File: config.mk
export PLATFORM = sky130hd
export DESIGN_NAME = instruction_fetch
export DESIGN_NICKNAME = d
export VERILOG_FILES = /design/src/rtl/cpu_isa_pkg.sv /design/src/rtl/instruction_fetch.sv
export SDC_FILE = /design/constraint.sdc
export NUM_CORES = 1
export LEC_CHECK = 0
export BUFFER_PORTS_ARGS = -buffer_cell sky130_fd_sc_hd__buf_4
export CORE_ASPECT_RATIO = 0.5
export CORE_MARGIN = 3
export CORE_UTILIZATION = 44
export DETAILED_ROUTE_END_ITERATION = 12
export PLACE_DENSITY = 0.75
export SYNTH_ARGS = -nofsm -noshare
export SYNTH_HDL_FRONTEND = slang
export SYNTH_SLANG_ARGS = --single-unit
export TNS_END_PERCENT = 50
File: constraint.sdc
create_clock -name clk -period 1.4 [get_ports clk]
set_clock_uncertainty 0.05 [all_clocks]
set_input_delay 0.14 -clock clk [delete_from_list [all_inputs] [get_ports clk]]
set_output_delay 0.14 -clock clk [all_outputs]
set_load 0.02 [all_outputs]
File: src/rtl/cpu_isa_pkg.sv
// Shared ISA definitions for the fetch and decode stages.
// Holds opcode constants, the fetch FSM state type and the instruction
// length rule, so both stages agree on 1- versus 2-byte encodings.
package cpu_isa_pkg;

  localparam int unsigned BYTE_W = 8;

  // Representative opcodes (register fields in the low bits are zero)
  localparam logic [BYTE_W-1:0] OP_NOP     = 8'h00;
  localparam logic [BYTE_W-1:0] OP_MOV_IMM = 8'h80;
  localparam logic [BYTE_W-1:0] OP_CMP_IMM = 8'h8C;
  localparam logic [BYTE_W-1:0] OP_OUTPUT  = 8'h9C;
  localparam logic [BYTE_W-1:0] OP_BEQ     = 8'hA0;
  localparam logic [BYTE_W-1:0] OP_BHI     = 8'hA4;
  localparam logic [BYTE_W-1:0] OP_BRA     = 8'hA8;

  typedef enum logic [1:0] {
    BYTE0 = 2'd0,
    BYTE1 = 2'd1,
    VALID = 2'd2
  } fetch_state_e;

  // Branches, MOV_IMM and CMP_IMM carry an immediate second byte
  function automatic logic is_two_byte(input logic [BYTE_W-1:0] b);
    return (b[7:5] == 3'b101) ||
           (b[7:2] == 6'b100000) ||
           (b[7:2] == 6'b100011);
  endfunction

endpackage

File: src/rtl/instruction_fetch.sv
// Instruction fetch: owns the program counter, reads the program ROM one
// byte per cycle, assembles 1- or 2-byte instructions and presents them to
// decode over a valid/ready handshake. Branch redirects restart fetch.
//
// Ports:
//   clk, reset        clock, synchronous active-high reset
//   address_bus       ROM byte address (equals pc)
//   data_bus          ROM byte at address_bus, same cycle
//   enable            0 freezes fetch progress
//   redirect_valid    branch taken; redirect_addr is the new pc
//   instr_valid       instr_* hold a complete instruction
//   instr_ready       decode accepts the instruction this cycle
//   instr_op/imm      first/second byte (imm = 0 for 1-byte instructions)
//   instr_len2        instruction is 2 bytes long
//   instr_pc          address of the first byte
module instruction_fetch
  import cpu_isa_pkg::*;
#(
  parameter int unsigned        ADDR_W   = 8,
  parameter int unsigned        DATA_W   = 8,
  parameter logic [ADDR_W-1:0]  RESET_PC = '0
) (
  input  logic              clk,
  input  logic              reset,
  output logic [ADDR_W-1:0] address_bus,
  input  logic [DATA_W-1:0] data_bus,
  input  logic              enable,
  input  logic              redirect_valid,
  input  logic [ADDR_W-1:0] redirect_addr,
  output logic              instr_valid,
  input  logic              instr_ready,
  output logic [DATA_W-1:0] instr_op,
  output logic [DATA_W-1:0] instr_imm,
  output logic              instr_len2,
  output logic [ADDR_W-1:0] instr_pc
);

  fetch_state_e      state_q, state_d;
  logic [ADDR_W-1:0] pc_q, pc_d;
  logic [ADDR_W-1:0] ipc_q, ipc_d;
  logic [DATA_W-1:0] op_q, op_d;
  logic [DATA_W-1:0] imm_q, imm_d;
  logic              len2_q, len2_d;

  // State and datapath registers
  always_ff @(posedge clk) begin
    if (reset) begin
      state_q <= BYTE0;
      pc_q    <= RESET_PC;
      ipc_q   <= '0;
      op_q    <= '0;
      imm_q   <= '0;
      len2_q  <= 1'b0;
    end else begin
      state_q <= state_d;
      pc_q    <= pc_d;
      ipc_q   <= ipc_d;
      op_q    <= op_d;
      imm_q   <= imm_d;
      len2_q  <= len2_d;
    end
  end

  // Next-state logic; a redirect overrides any fetch or handshake progress
  always_comb begin
    state_d = state_q;
    pc_d    = pc_q;
    ipc_d   = ipc_q;
    op_d    = op_q;
    imm_d   = imm_q;
    len2_d  = len2_q;

    if (redirect_valid) begin
      pc_d    = redirect_addr;
      state_d = BYTE0;
    end else begin
      unique case (state_q)
        BYTE0: begin
          if (enable) begin
            op_d  = data_bus;
            ipc_d = pc_q;
            imm_d = '0;
            pc_d  = pc_q + ADDR_W'(1);
            if (is_two_byte(data_bus[7:0])) begin
              len2_d  = 1'b1;
              state_d = BYTE1;
            end else begin
              len2_d  = 1'b0;
              state_d = VALID;
            end
          end
        end
        BYTE1: begin
          if (enable) begin
            imm_d   = data_bus;
            pc_d    = pc_q + ADDR_W'(1);
            state_d = VALID;
          end
        end
        VALID: begin
          // Handshake completes regardless of enable
          if (instr_ready) begin
            state_d = BYTE0;
          end
        end
        default: state_d = BYTE0;
      endcase
    end
  end

  assign address_bus = pc_q;
  assign instr_valid = (state_q == VALID);
  assign instr_op    = op_q;
  assign instr_imm   = imm_q;
  assign instr_len2  = len2_q;
  assign instr_pc    = ipc_q;

endmodule

* Yosys cells after proc, flatten, opt, wreduce, memory -nomap -nowiden
Cells that the tools add are included.
** Cells by class
- $add $sub $neg :: 1
- Equality and inequality tests :: 8
- Muxes and demuxes :: 12
- Bitwise logic cells :: 1
- Reductions and logical operators :: 12
** Operators by type and width (number)
- 8-bit 2-to-1 mux :: 5
- 8-bit one-hot mux with 2 select lines :: 1
- 6-bit == test, second input constant :: 2
- 8-bit by 1-bit adder with 8-bit output, second input constant :: 1
- 2-bit 2-to-1 mux :: 4
- 2-bit one-hot mux with 3 select lines :: 1
- 3-bit AND reduction :: 2
- 2-bit nonzero test :: 3
- 2-bit != test, second input constant :: 2
- 4-bit AND reduction :: 1
- 2-bit OR reduction :: 2
- 3-bit == test, second input constant :: 1
- 2-bit by 1-bit == test with 1-bit output, second input constant :: 1
- 2-bit == test, second input constant :: 1
- 2-bit zero test :: 1
- 1-bit logical OR :: 2
- 2-bit by 1-bit != test with 1-bit output, second input constant :: 1
- 2-bit AND reduction :: 1
- 1-bit 2-to-1 mux :: 1
- 1-bit inverter :: 1
** Word-level totals
- Register bits :: 35
- Input bits :: 21
- Output and inout port bits :: 34
- Logic and storage cells :: 40

* Logic depth before layout (Yosys ltp)
Gate-level depths: netlist (run 1).
- Depth after elaboration :: 6
- Depth in mapped cells :: 7
- Mapped depth without buffers :: 5

* Worst setup path before layout (run 1)
OpenSTA, ideal clock, no wires.
- Path type :: reg-to-reg
- Start :: reg state_q[1]
- End :: reg ipc_q[1] (netlist: instr_pc[1])
- Arrival time :: 1.321 ns
- Data required time :: 1.284 ns
- Path slack :: -0.037 ns
- Cell stages (with the launch flop) :: 7
- Buffers on the path :: 2
- Clock period less this slack :: 1.437 ns
- Cells stage by stage :: dfxtp_1 > or3b_1 > buf_6 > nor2_8 > buf_8 > nand2_1 > a21oi_2
** Between the ends
- Longest elaborated chain between the ends :: 2
** Ends and longest elaborated chain
- from (decl) :: RTL line instruction_fetch.sv:38 : fetch_state_e state_q, state_d;
- from (signal assigned) :: RTL line instruction_fetch.sv:55 : state_q <= state_d;
- 2-bit zero test :: RTL line instruction_fetch.sv:77 : unique case (state_q)
- 3-bit AND reduction (no source line)
- to (signal assigned) :: RTL line instruction_fetch.sv:57 : ipc_q <= ipc_d;
- to (decl) :: RTL line instruction_fetch.sv:40 : logic [ADDR_W-1:0] ipc_q, ipc_d;
Every way passes these cells.
A chain may end at the register's enable or synchronous reset.

* Final worst setup path (run 1)
- Start :: reg state_q[1]
- End :: reg op_q[3] (netlist: instr_op[3])
** Between the ends
- Longest elaborated chain between the ends :: 2
** Ends and longest elaborated chain
- 2-bit zero test :: RTL line instruction_fetch.sv:77
- 3-bit AND reduction (no source line)
- to (signal assigned) :: RTL line instruction_fetch.sv:58 : op_q <= op_d;
- to (decl) :: RTL line instruction_fetch.sv:41 : logic [DATA_W-1:0] op_q, op_d;
Every way passes these cells.

==> metrics.md, run 1 <==
| Metric | Value |
|---|---|
| Grt total ovfl | 0 |
| Final Critical Period | 1.350 ns |
| Die extent in y | 48.14 um |
| Total global-route track usage | 0.1822 |
| Crit path cell chain | or3b_4, nor2_8, buf_12, nand2_1, a21oi_1 |
| TritonCTS Buffers | 5 |
| ANT nets after route | 0 |
| RSZ-0062 raised after global routing | false |
| Final WL | between 3000 and 4000 um |
| Crit path max-delay family | simple AND/OR/NAND/NOR gates |
| Vias in the first global route | 1414 |
| Synthesized area | approximately 1600 um2 |
| Kind of critical path | reg -> reg |
| Clk buf depth | 2 |
| # port buffers | 54 |
| Hold buffers post-CTS | 0 |
| Predominant post-synthesis flop cell | dfxtp_1 |
| Number of synthesized flops with an enable pin | 0 |
| NumNets Final | ~270 |
| Wire length per cell | about 13 um |
| Clock Latency Late Sink | 0.29 ns |
| Period utilization | 0.9642 |
| Root buffer cell | clkbuf_8 |
| 1st-iter DRT viols | 72 |
| Worst Max-Slew Pin Slew | 0.4311 ns |
| Most common library cell in the layout ignoring fill and taps | buf_4 |
| First-pass GRT wire length | roughly 6200 um |
| VDD IR max | 0.4525 mV |
| Cell Pwr Density | slightly above 1000 nW/um2 |
| Final Wtd Congestion | slightly below 0.8 |
| Dpl cells | 284 |
| CTS Sinks | 35 |
| Largest net degree at the start of global routing | 37 |
| Slew HR | 0.7126 |
| Fin. Hold Viols | 0 |
| CTS tree | done |
| # diodes | 0 |
| Final HPWL DP | 2818 um |
| Initial Util | 0.4902 |
| Slowest stage delay, CP | 0.41 ns |
| Final setup fails | 0 |
| Crit-path slowest cell | or3b_4 |
| Synthesized net count | between 200 and 250 |
| Asr flop ratio synth | 0 |
| Pleak | 0.0008831 uW |
| DR DRC count | 0 |
| Fmax | 740.8 MHz |
| Synth Instances | 179 |
| Share of layout cells above drive strength 1 | 0.3992 |
| Maxcap violations | 0 |
| Initial antenna violation count | 0 |
| Cell Rows | 14 |
| # IOs | 55 |
| Crit path arrival time | 1.51 ns |
| Critical Path End Type | flop |
| Fin Setup TNS | 0 ns |
| # H-tree levels | 2 |
| Drt first pass iters | 4 |
| Critical Path RT | 1.56 ns |
| Vias per cell | 5.076 |
| Outcome | finished clean |
| Non-Filler Instances | slightly below 300 |
| Vias | 1477 |
| CP Buf/Inv Count | 1 |
| Max-slew violations | 0 |
| Synthesis-to-layout area growth | 37.47% |
| Full die area | approximately 4300 um2 |
| YS warnings | 0 |
| Die W | 90.28 um |
| Mean Syn Cell Area | 8.730 um2 |
| Reg clk slew, reported paths | 0.07 ns |
| Crit start category | flop |
| Yosys cell types | 34 |
| HP Class | in -> reg |
| Most frequent cells in the layout | 67 x buf_4, 45 x nand2_1, 31 x dfxtp_1 |
| Core footprint | 3188 um2 |
| Crit path max fanout | 17 |
| Yosys reg bits | 35 |
| Seq/Total Area, Yosys | 0.4484 |
==> registers in the layout (all words and copies together) (netlist names) <==
register / flops
instr_imm: 8
instr_pc: 8
instr_op: 8
state_q: 2
address_bus: 8
instr_len2: 1
==> synth_stat cells, types with 2 or more instances <==
| cell | number | area (um2) |
|---|---|---|
| a211oi_1 | 5 | 37.54 |
| a21oi_1 | 19 | 95.09 |
| a21oi_2 | 9 | 78.83 |
| buf_2 | 2 | 10.01 |
| buf_6 | 2 | 22.52 |
| clkbuf_1 | 4 | 15.01 |
| clkbuf_8 | 3 | 41.29 |
| dfxtp_1 | 35 | 700.7 |
| inv_1 | 2 | 7.510 |
| nand2_1 | 45 | 168.9 |
| nand2_2 | 3 | 18.77 |
| nand2b_1 | 2 | 12.51 |
| nand3_1 | 9 | 45.04 |
| nand3b_1 | 2 | 15.01 |
| nand4_1 | 4 | 25.02 |
| nor2_1 | 7 | 26.28 |
| nor2b_1 | 3 | 18.77 |
| nor3_1 | 2 | 10.01 |
| xnor2_1 | 3 | 26.28 |
| xor2_1 | 4 | 35.03 |
==> final timing paths <==
check                       startpoint  slack, ns                           to  depth (start not counted)
max            state_q[1]$_SDFFE_PP0P_       0.05     instr_op[3]$_SDFFE_PP0P_                          5
min                   redirect_addr[0]       0.05  address_bus[0]$_SDFFE_PP0P_                          3
max reg2reg    state_q[1]$_SDFFE_PP0P_       0.05     instr_op[3]$_SDFFE_PP0P_                          5
min reg2reg  instr_imm[4]$_SDFFE_PP0P_       0.40    instr_imm[4]$_SDFFE_PP0P_                          2
==> metal layers <==
metal | global-route usage | wire [um] | vias up
li1 | - | - | 731
met1 | 0.2157 | 1755 | 694
met2 | 0.3328 | 1820 | 46
met3 | 0.05393 | 228 | 6
met4 | 0.06991 | 37 | 0
met5 | 0 | 0 | -
==> what timing repair did <==
item / CTS / global route
buffers inserted: 0 / 0
resized for setup: 1 / 4
setup endpoints to repair: 4 / 3
==> power by group <==
group          internal, uW  total (uW)  switching [uW]
clock network           386         732             346
registers              1040        1070            30.6
logic                   173         370             197
total                  1590        2170             574
==> stage by stage <==
stage / hold WS [ns] / power (uW) / setup WS (ns) / instance area (um2) / utilization
final: 0.04846 / 2167 / 0.05011 / 2148 / 0.6739
after global routing: 0.06173 / 2261 / 0.002954 / 2148 / 0.6739
after CTS: 0.05609 / 2180 / 0.04611 / 2141 / 0.6715
after detailed placement: 0.3536 / 1452 / -0.005788 / 2051 / 0.6433
after global placement: 0.3445 / 1444 / 0.05486 / 2051 / 0.6433
after floorplan: 0.2260 / 1289 / -0.01294 / 1564 / -
==> cell families after synthesis <==
kind of cell / Yosys count / synth area share
adder cells (fa/ha/maj): 1 / 0.008005
AND/OR/NAND/NOR: 82 / 0.2570
AO/OA/AOI/OAI: 38 / 0.1625
flip-flops: 35 / 0.4484
buffers and inverters: 14 / 0.07125
XOR/XNOR: 7 / 0.03923
multiplexers: 2 / 0.01361
==> final cells by class <==
type	instances	area, um2
Fill cell	292	1040
Clock inverter	1	5.005
Tap cell	48	60.06
Sequential cell	35	705.7
Inverter	2	7.507
Timing Repair Buffer	69	534.3
Clock buffer	6	82.58
Multi-Input combinational cell	130	753.2
==> worst min-delay path, delay by kind of cell <==
kind,cells,cell delay [ns]
AO/OA/AOI/OAI,1,0.05
buffers and inverters,1,0.11
AND/OR/NAND/NOR,1,0.05
(Power assumes the default switching activity.)
==> inputs of run 2 (changes only) <==
--- a/config.mk
+++ b/config.mk
@@ -7,7 +7,7 @@
 export LEC_CHECK = 0
 export BUFFER_PORTS_ARGS = -buffer_cell sky130_fd_sc_hd__buf_4
 export CORE_ASPECT_RATIO = 0.5
-export CORE_MARGIN = 3
+export CORE_MARGIN = 2
 export CORE_UTILIZATION = 44
 export DETAILED_ROUTE_END_ITERATION = 12
 export PLACE_DENSITY = 0.75
==> run 2 against run 1 <==
Net effect:
- sequential power barely moved
- first-iteration DRC count fell by 18%
- die area fell by 6.3%
- hold slack improved by 0.0036 ns
- critical endpoint is now instr_op[1]$_SDFFE_PP0P_
==> metrics.md, run 2 (same netlist as run 1, synthesis figures left out) <==
| Metric | Value |
|---|---|
| Met1 Wirelength | 1666 um |
| Full die area | 4073 um2 |
| Root buffer cell | clkbuf_8 |
| Largest net degree at the start of global routing | 37 |
| Final setup fails | 0 |
| Sw Share | 0.2639 |
| Die extent in y | 46.14 um |
| Most frequent cells in the layout | 67 x buf_4, 45 x nand2_1, 31 x dfxtp_1 |
| Clock Latency Late Sink | 0.29 ns |
| Wire length per cell | 12.25 um |
| 1st-iter DRT viols | 59 |
| Final Power | 2160 uW |
| Final Critical Period | 1.341 ns |
| Hold buffers post-CTS | 0 |
| Worst Max-Slew Pin Slew | approximately 0.43 ns |
| Synthesis-to-layout area growth | 37.47% |
| # H-tree levels | 2 |
| Vias | 1446 |
| Vias per cell | 4.935 |
| Crit path capture | instr_op[1]$_SDFFE_PP0P_ |
| Post-DP Area | 2047 um2 |
| CTS tree | done |
| Crit path cell chain | or3b_4, nor2_8, buf_12, nand2_1, a21oi_1 |
| Worst setup path start | state_q[1]$_SDFFE_PP0P_ |
| Critical Path RT | roughly 1.6 ns |
| Crit path max-delay family | simple AND/OR/NAND/NOR gates |
| # IOs | 55 |
| CP Depth | 5 |
| First-pass GRT wire length | 5423 um |
| Period utilization | 0.9582 |
| Crit path arrival time | around 1.5 ns |
| TritonCTS Buffers | 5 |
| Reg clk slew, reported paths | 0.07 ns |
| Grt total ovfl | 0 |
| Comb power frac | 0.166 |
| Reg2reg start | state_q[1]$_SDFFE_PP0P_ |
| Design area | 2148 um2 |
| Cell Rows | 15 |
| Total global-route track usage | 0.1795 |
| Crit start category | flop |
| Vias in the first global route | 1217 |
| Kind of critical path | reg -> reg |
| HP Class | in -> reg |
| CTS Sinks | 35 |
| FF-to-FF End | instr_op[1]$_SDFFE_PP0P_ |
| Cell Pwr Density | 1006 nW/um2 |
| Share of layout cells above drive strength 1 | 0.4050 |
| Die W | slightly below 90 um |
| Flop2flop setup slack | 0.06 ns |
| Sequential Power Share | 0.495 |
| DR WL met3 | roughly 200 um |
| R2R depth | 5 |
| Maxcap violations | 0 |
| CP Buf/Inv Count | 1 |
| Clock Power Share | 0.339 |
| Clk buf depth | 2 |
| DR DRC count | 0 |
| Crit path max fanout | 17 |
| Pleak | 0.0008776 uW |
| Outcome | finished clean |
| Fmax | 745.5 MHz |
| Hold WS | 0.05208 ns |
| Drt first pass iters | 4 |
| Initial antenna violation count | 0 |
| Switching power | 570.0 uW |
| # Post-CTS Setup Buffers | 0 |
| Final WL | 3589 um |
| VDD IR max | around 0.64 mV |
| Most common library cell in the layout ignoring fill and taps | buf_4 |
| Max-slew violations | 0 |
| Final HPWL DP | 2635 um |
| Max layer used | met4 |
| # port buffers | 54 |
| Initial Util | 0.4575 |
| Critical Path End Type | flop |
| NumNets Final | 264 |
| ANT nets after route | 0 |
| Core footprint | 3416 um2 |
| Final Wtd Congestion | between 0.8 and 0.9 |
| Slew HR | 0.7134 |
| Wire length on met2 | ~1700 um |
| Int Pwr | ~1600 uW |
| Fin. Hold Viols | 0 |
| Slowest stage delay, CP | 0.41 ns |
| # diodes | 0 |
| Crit-path slowest cell | or3b_4 |
| RSZ-0062 raised after global routing | true |
[run 2: cell types whose count changed in the layout (fill, tap and decap cells not counted), sizes merged]
| cell | previous run | this run |
|---|---|---|
| buf | 69 | 68 |
[run 2: power groups by stage]
stage / logic, uW / clock network, uW / registers [uW]
finish: 359 / 733 / 1070
global route: 390 / 785 / 1070
CTS: 359 / 763 / 1070
detailed placement: 356 / 0 / 1090
global placement: 352 / 0 / 1090
floorplan: 157 / 0 / 1130
[run 2: worst min-delay path by stage]
stage                     start                     endpoint  slack (ns)  depth (start not counted)
3_3_place_gp   redirect_addr[1]  address_bus[1]$_SDFFE_PP0P_        0.35                          3
2_1_floorplan       data_bus[0]     instr_op[0]$_SDFFE_PP0P_        0.23                          2
3_5_place_dp   redirect_addr[0]  address_bus[0]$_SDFFE_PP0P_        0.35                          3
4_1_cts        redirect_addr[0]  address_bus[0]$_SDFFE_PP0P_        0.05                          3
6_report       redirect_addr[2]  address_bus[2]$_SDFFE_PP0P_        0.05                          3
5_1_grt        redirect_addr[2]  address_bus[2]$_SDFFE_PP0P_        0.05                          3
[run 2: worst min-delay path: cells and delay by family]
| family | cells | cell delay, ns |
|---|---|---|
| AND/OR/NAND/NOR | 1 | 0.05 |
| AO/OA/AOI/OAI | 1 | 0.05 |
| buffers and inverters | 1 | 0.11 |
[run 2: layout make-up]
cell class              count  area, um2
clock buffers               6      82.58
clock inverters             1      5.005
fillers                   306       1267
inverters                   2      7.507
multi-input cells         130      760.7
flip-flops and latches     35      705.7
well taps                  51      63.81
repair buffers             68      523.0
[run 2: repair_timing]
item / CTS / global route
gates resized for setup: 2 / 5
setup endpoints to repair: 2 / 6
endpoints found under the hold margin: 0 / 0
[run 2: routing by layer]
layer / track usage / up-vias
li1: - / 729
met3: 0.05018 / 8
met5: 0 / -
met4: 0.09697 / 0
met2: 0.2842 / 42
met1: 0.2267 / 667
[run 2: through the flow]
step / TNS (ns) / worst slack, ns / utilization / std cells
2_1_floorplan: -0.05452 / -0.01294 / - / 179
3_3_place_gp: 0 / 0.04356 / 0.5993 / 286
3_5_place_dp: 0 / 0.001766 / 0.5993 / 286
4_1_cts: 0 / 0.005823 / 0.6260 / 293
5_1_grt: -0.008242 / -0.008242 / 0.6289 / 293
6_report: 0 / 0.05855 / 0.6289 / 293
==> inputs of run 3 (changes only) <==
--- a/config.mk
+++ b/config.mk
@@ -7,10 +7,10 @@
 export LEC_CHECK = 0
 export BUFFER_PORTS_ARGS = -buffer_cell sky130_fd_sc_hd__buf_4
 export CORE_ASPECT_RATIO = 0.5
-export CORE_MARGIN = 2
-export CORE_UTILIZATION = 44
+export CORE_MARGIN = 5
+export CORE_UTILIZATION = 49
 export DETAILED_ROUTE_END_ITERATION = 12
-export PLACE_DENSITY = 0.75
+export PLACE_DENSITY = 0.79
 export SYNTH_ARGS = -nofsm -noshare
 export SYNTH_HDL_FRONTEND = slang
 export SYNTH_SLANG_ARGS = --single-unit
==> constraint.sdc (replaced) <==
create_clock -name clk -period 1.5 [get_ports clk]
set_clock_uncertainty 0.05 [all_clocks]
set_input_delay 0.15 -clock clk [delete_from_list [all_inputs] [get_ports clk]]
set_output_delay 0.15 -clock clk [all_outputs]
set_load 0.02 [all_outputs]
==> run 3 against run 2 <==
Net effect:
- non-clock buffer count up 1
- die area up 10%
- hold slack better by 0.0079 ns
- register-to-register slack better by 0.06 ns
- wire length up 7.6%
- critical endpoint is now address_bus[1]$_SDFFE_PP0P_
- final area down 0.76%
==> metrics.md, run 3 (same netlist as run 1, synthesis figures left out) <==
| Metric | Value |
|---|---|
| CP dominant cell by count | buf_4 |
| 1st-iter DRT viols | 44 |
| Largest net degree at the start of global routing | 37 |
| Crit path arrival time | 1.49 ns |
| Kind of critical path | reg -> reg |
| Core footprint | 3030 um2 |
| DR DRC count | 0 |
| Worst Max-Slew Pin Slew | 0.4282 ns |
| VDD IR max | 0.5278 mV |
| # Post-CTS Setup Buffers | 0 |
| Flop2flop setup slack | 0.12 ns |
| Final Power | 2018 uW |
| Min-Delay Endpoint | address_bus[1]$_SDFFE_PP0P_ |
| Reg2reg start | state_q[1]$_SDFFE_PP0P_ |
| Final WL | 3861 um |
| # IOs | 55 |
| Synthesis-to-layout area growth | 36.43% |
| Period utilization | 0.9209 |
| TritonCTS Buffers | 5 |
| HP Class | in -> reg |
| Total global-route track usage | 0.1805 |
| Crit start category | flop |
| Pre-CTS setup slack | around 0.089 ns |
| Die W | 89.87 um |
| R2R depth | 6 |
| Critical Path End Type | flop |
| Die extent in y | 49.94 um |
| # port buffers | 54 |
| Final worst slack | 0.1186 ns |
| Final Critical Period | around 1.4 ns |
| NumNets Final | 265 |
| Fin Setup TNS | 0 ns |
| ANT nets after route | 0 |
| Most frequent cells in the layout | 68 x buf_4, 45 x nand2_1, 34 x dfxtp_1 |
| Hold WS | roughly 0.06 ns |
| Full die area | roughly 4500 um2 |
| CTS Sinks | 35 |
| Slew HR | 0.7145 |
| Vias per cell | 5.131 |
| Crit path max fanout | 8 |
| First-pass GRT wire length | 6617 um |
| CTS tree | done |
| Fmax | 723.9 MHz |
| Share of layout cells above drive strength 1 | 0.3868 |
| Max-slew violations | 0 |
| FILL cells | approximately 260 |
| Hold depth | 3 |
| Cell Pwr Density | 946.6 nW/um2 |
| FF-to-FF End | address_bus[1]$_SDFFE_PP0P_ |
| Most common library cell in the layout ignoring fill and taps | buf_4 |
| Clock Latency Late Sink | 0.29 ns |
| Critical Path RT | 1.61 ns |
| Final setup fails | 0 |
| Final HPWL DP | just under 3000 um |
| Drt first pass iters | 4 |
| Grt total ovfl | 0 |
| Pleak | 0.0008815 uW |
| Initial antenna violation count | 0 |
| Vias in the first global route | 1470 |
| Slowest stage delay, CP | 0.34 ns |
| Crit-path slowest cell | mux2_2 |
| Fin util | 0.7036 |
| # H-tree levels | 2 |
| Clk buf depth | 2 |
| Final Wtd Congestion | slightly below 0.8 |
| CP Buf/Inv Count | 2 |
| Worst hold path startpoint | redirect_addr[1] |
| Cell Rows | 14 |
| Outcome | finished clean |
| Post-CTS sizing | 0 |
| Crit path max-delay family | multiplexers |
| Reg clk slew, reported paths | 0.07 ns |
| Wire length per cell | 13.64 um |
| RSZ-0062 raised after global routing | false |
| # diodes | 0 |
| Fin. Hold Viols | 0 |
| Initial Util | 0.5157 |
| Maxcap violations | 0 |
| Hold buffers post-CTS | 0 |
| Crit path cell chain | buf_4, nor2b_1, buf_4, mux2_2, nand2_1, a21oi_1 |
| Vias | 1452 |
| Root buffer cell | clkbuf_8 |
[run 3: area by class of cell]
type                    instances  area (um2)  area share
repair buffers                 69       530.5      0.2488
inverters                       2       7.507    0.003521
flip-flops and latches         35       701.9      0.3292
multi-input cells             130       754.5      0.3539
clock buffers                   6       82.58     0.03873
clock inverters                 1       5.005    0.002347
well taps                      40       50.05     0.02347
[run 3: worst max path at each step]
stage	to	depth (start not counted)	from
global placement	instr_pc[4]$_SDFFE_PP0P_	5	state_q[1]$_SDFFE_PP0P_
finish	address_bus[1]$_SDFFE_PP0P_	6	state_q[1]$_SDFFE_PP0P_
global route	address_bus[7]$_SDFFE_PP0P_	6	state_q[1]$_SDFFE_PP0P_
floorplan	instr_pc[1]$_SDFFE_PP0P_	6	state_q[1]$_SDFFE_PP0P_
CTS	instr_op[6]$_SDFFE_PP0P_	5	state_q[1]$_SDFFE_PP0P_
detailed placement	instr_pc[4]$_SDFFE_PP0P_	5	state_q[1]$_SDFFE_PP0P_
[run 3: tightest hold or removal path, delay by kind of cell]
family          cells  cell delay, ns
compound gates      1            0.05
buf+inv             1            0.11
simple gates        1            0.05
[run 3: metrics by stage]
stage / std cells / instance area (um2)
after floorplan: 179 / 1563
after global placement: 276 / 2039
final: 283 / 2132
after CTS: 283 / 2127
after detailed placement: 276 / 2039
after global routing: 283 / 2132
[run 3: routing by layer]
metal | up-vias | wire (um) | track usage
met5 | - | 0 | 0
met2 | 43 | 1839 | 0.3034
met3 | 12 | 226 | 0.05319
met4 | 0 | 102 | 0.09406
met1 | 666 | 1694 | 0.2100
li1 | 731 | - | -
[run 3: report_power, final]
group / switching [uW] / total (uW) / internal, uW
Clock: 326 / 686 / 360
Sequential: 32.3 / 997 / 965
Combinational: 177 / 335 / 158
Total: 536 / 2020 / 1480
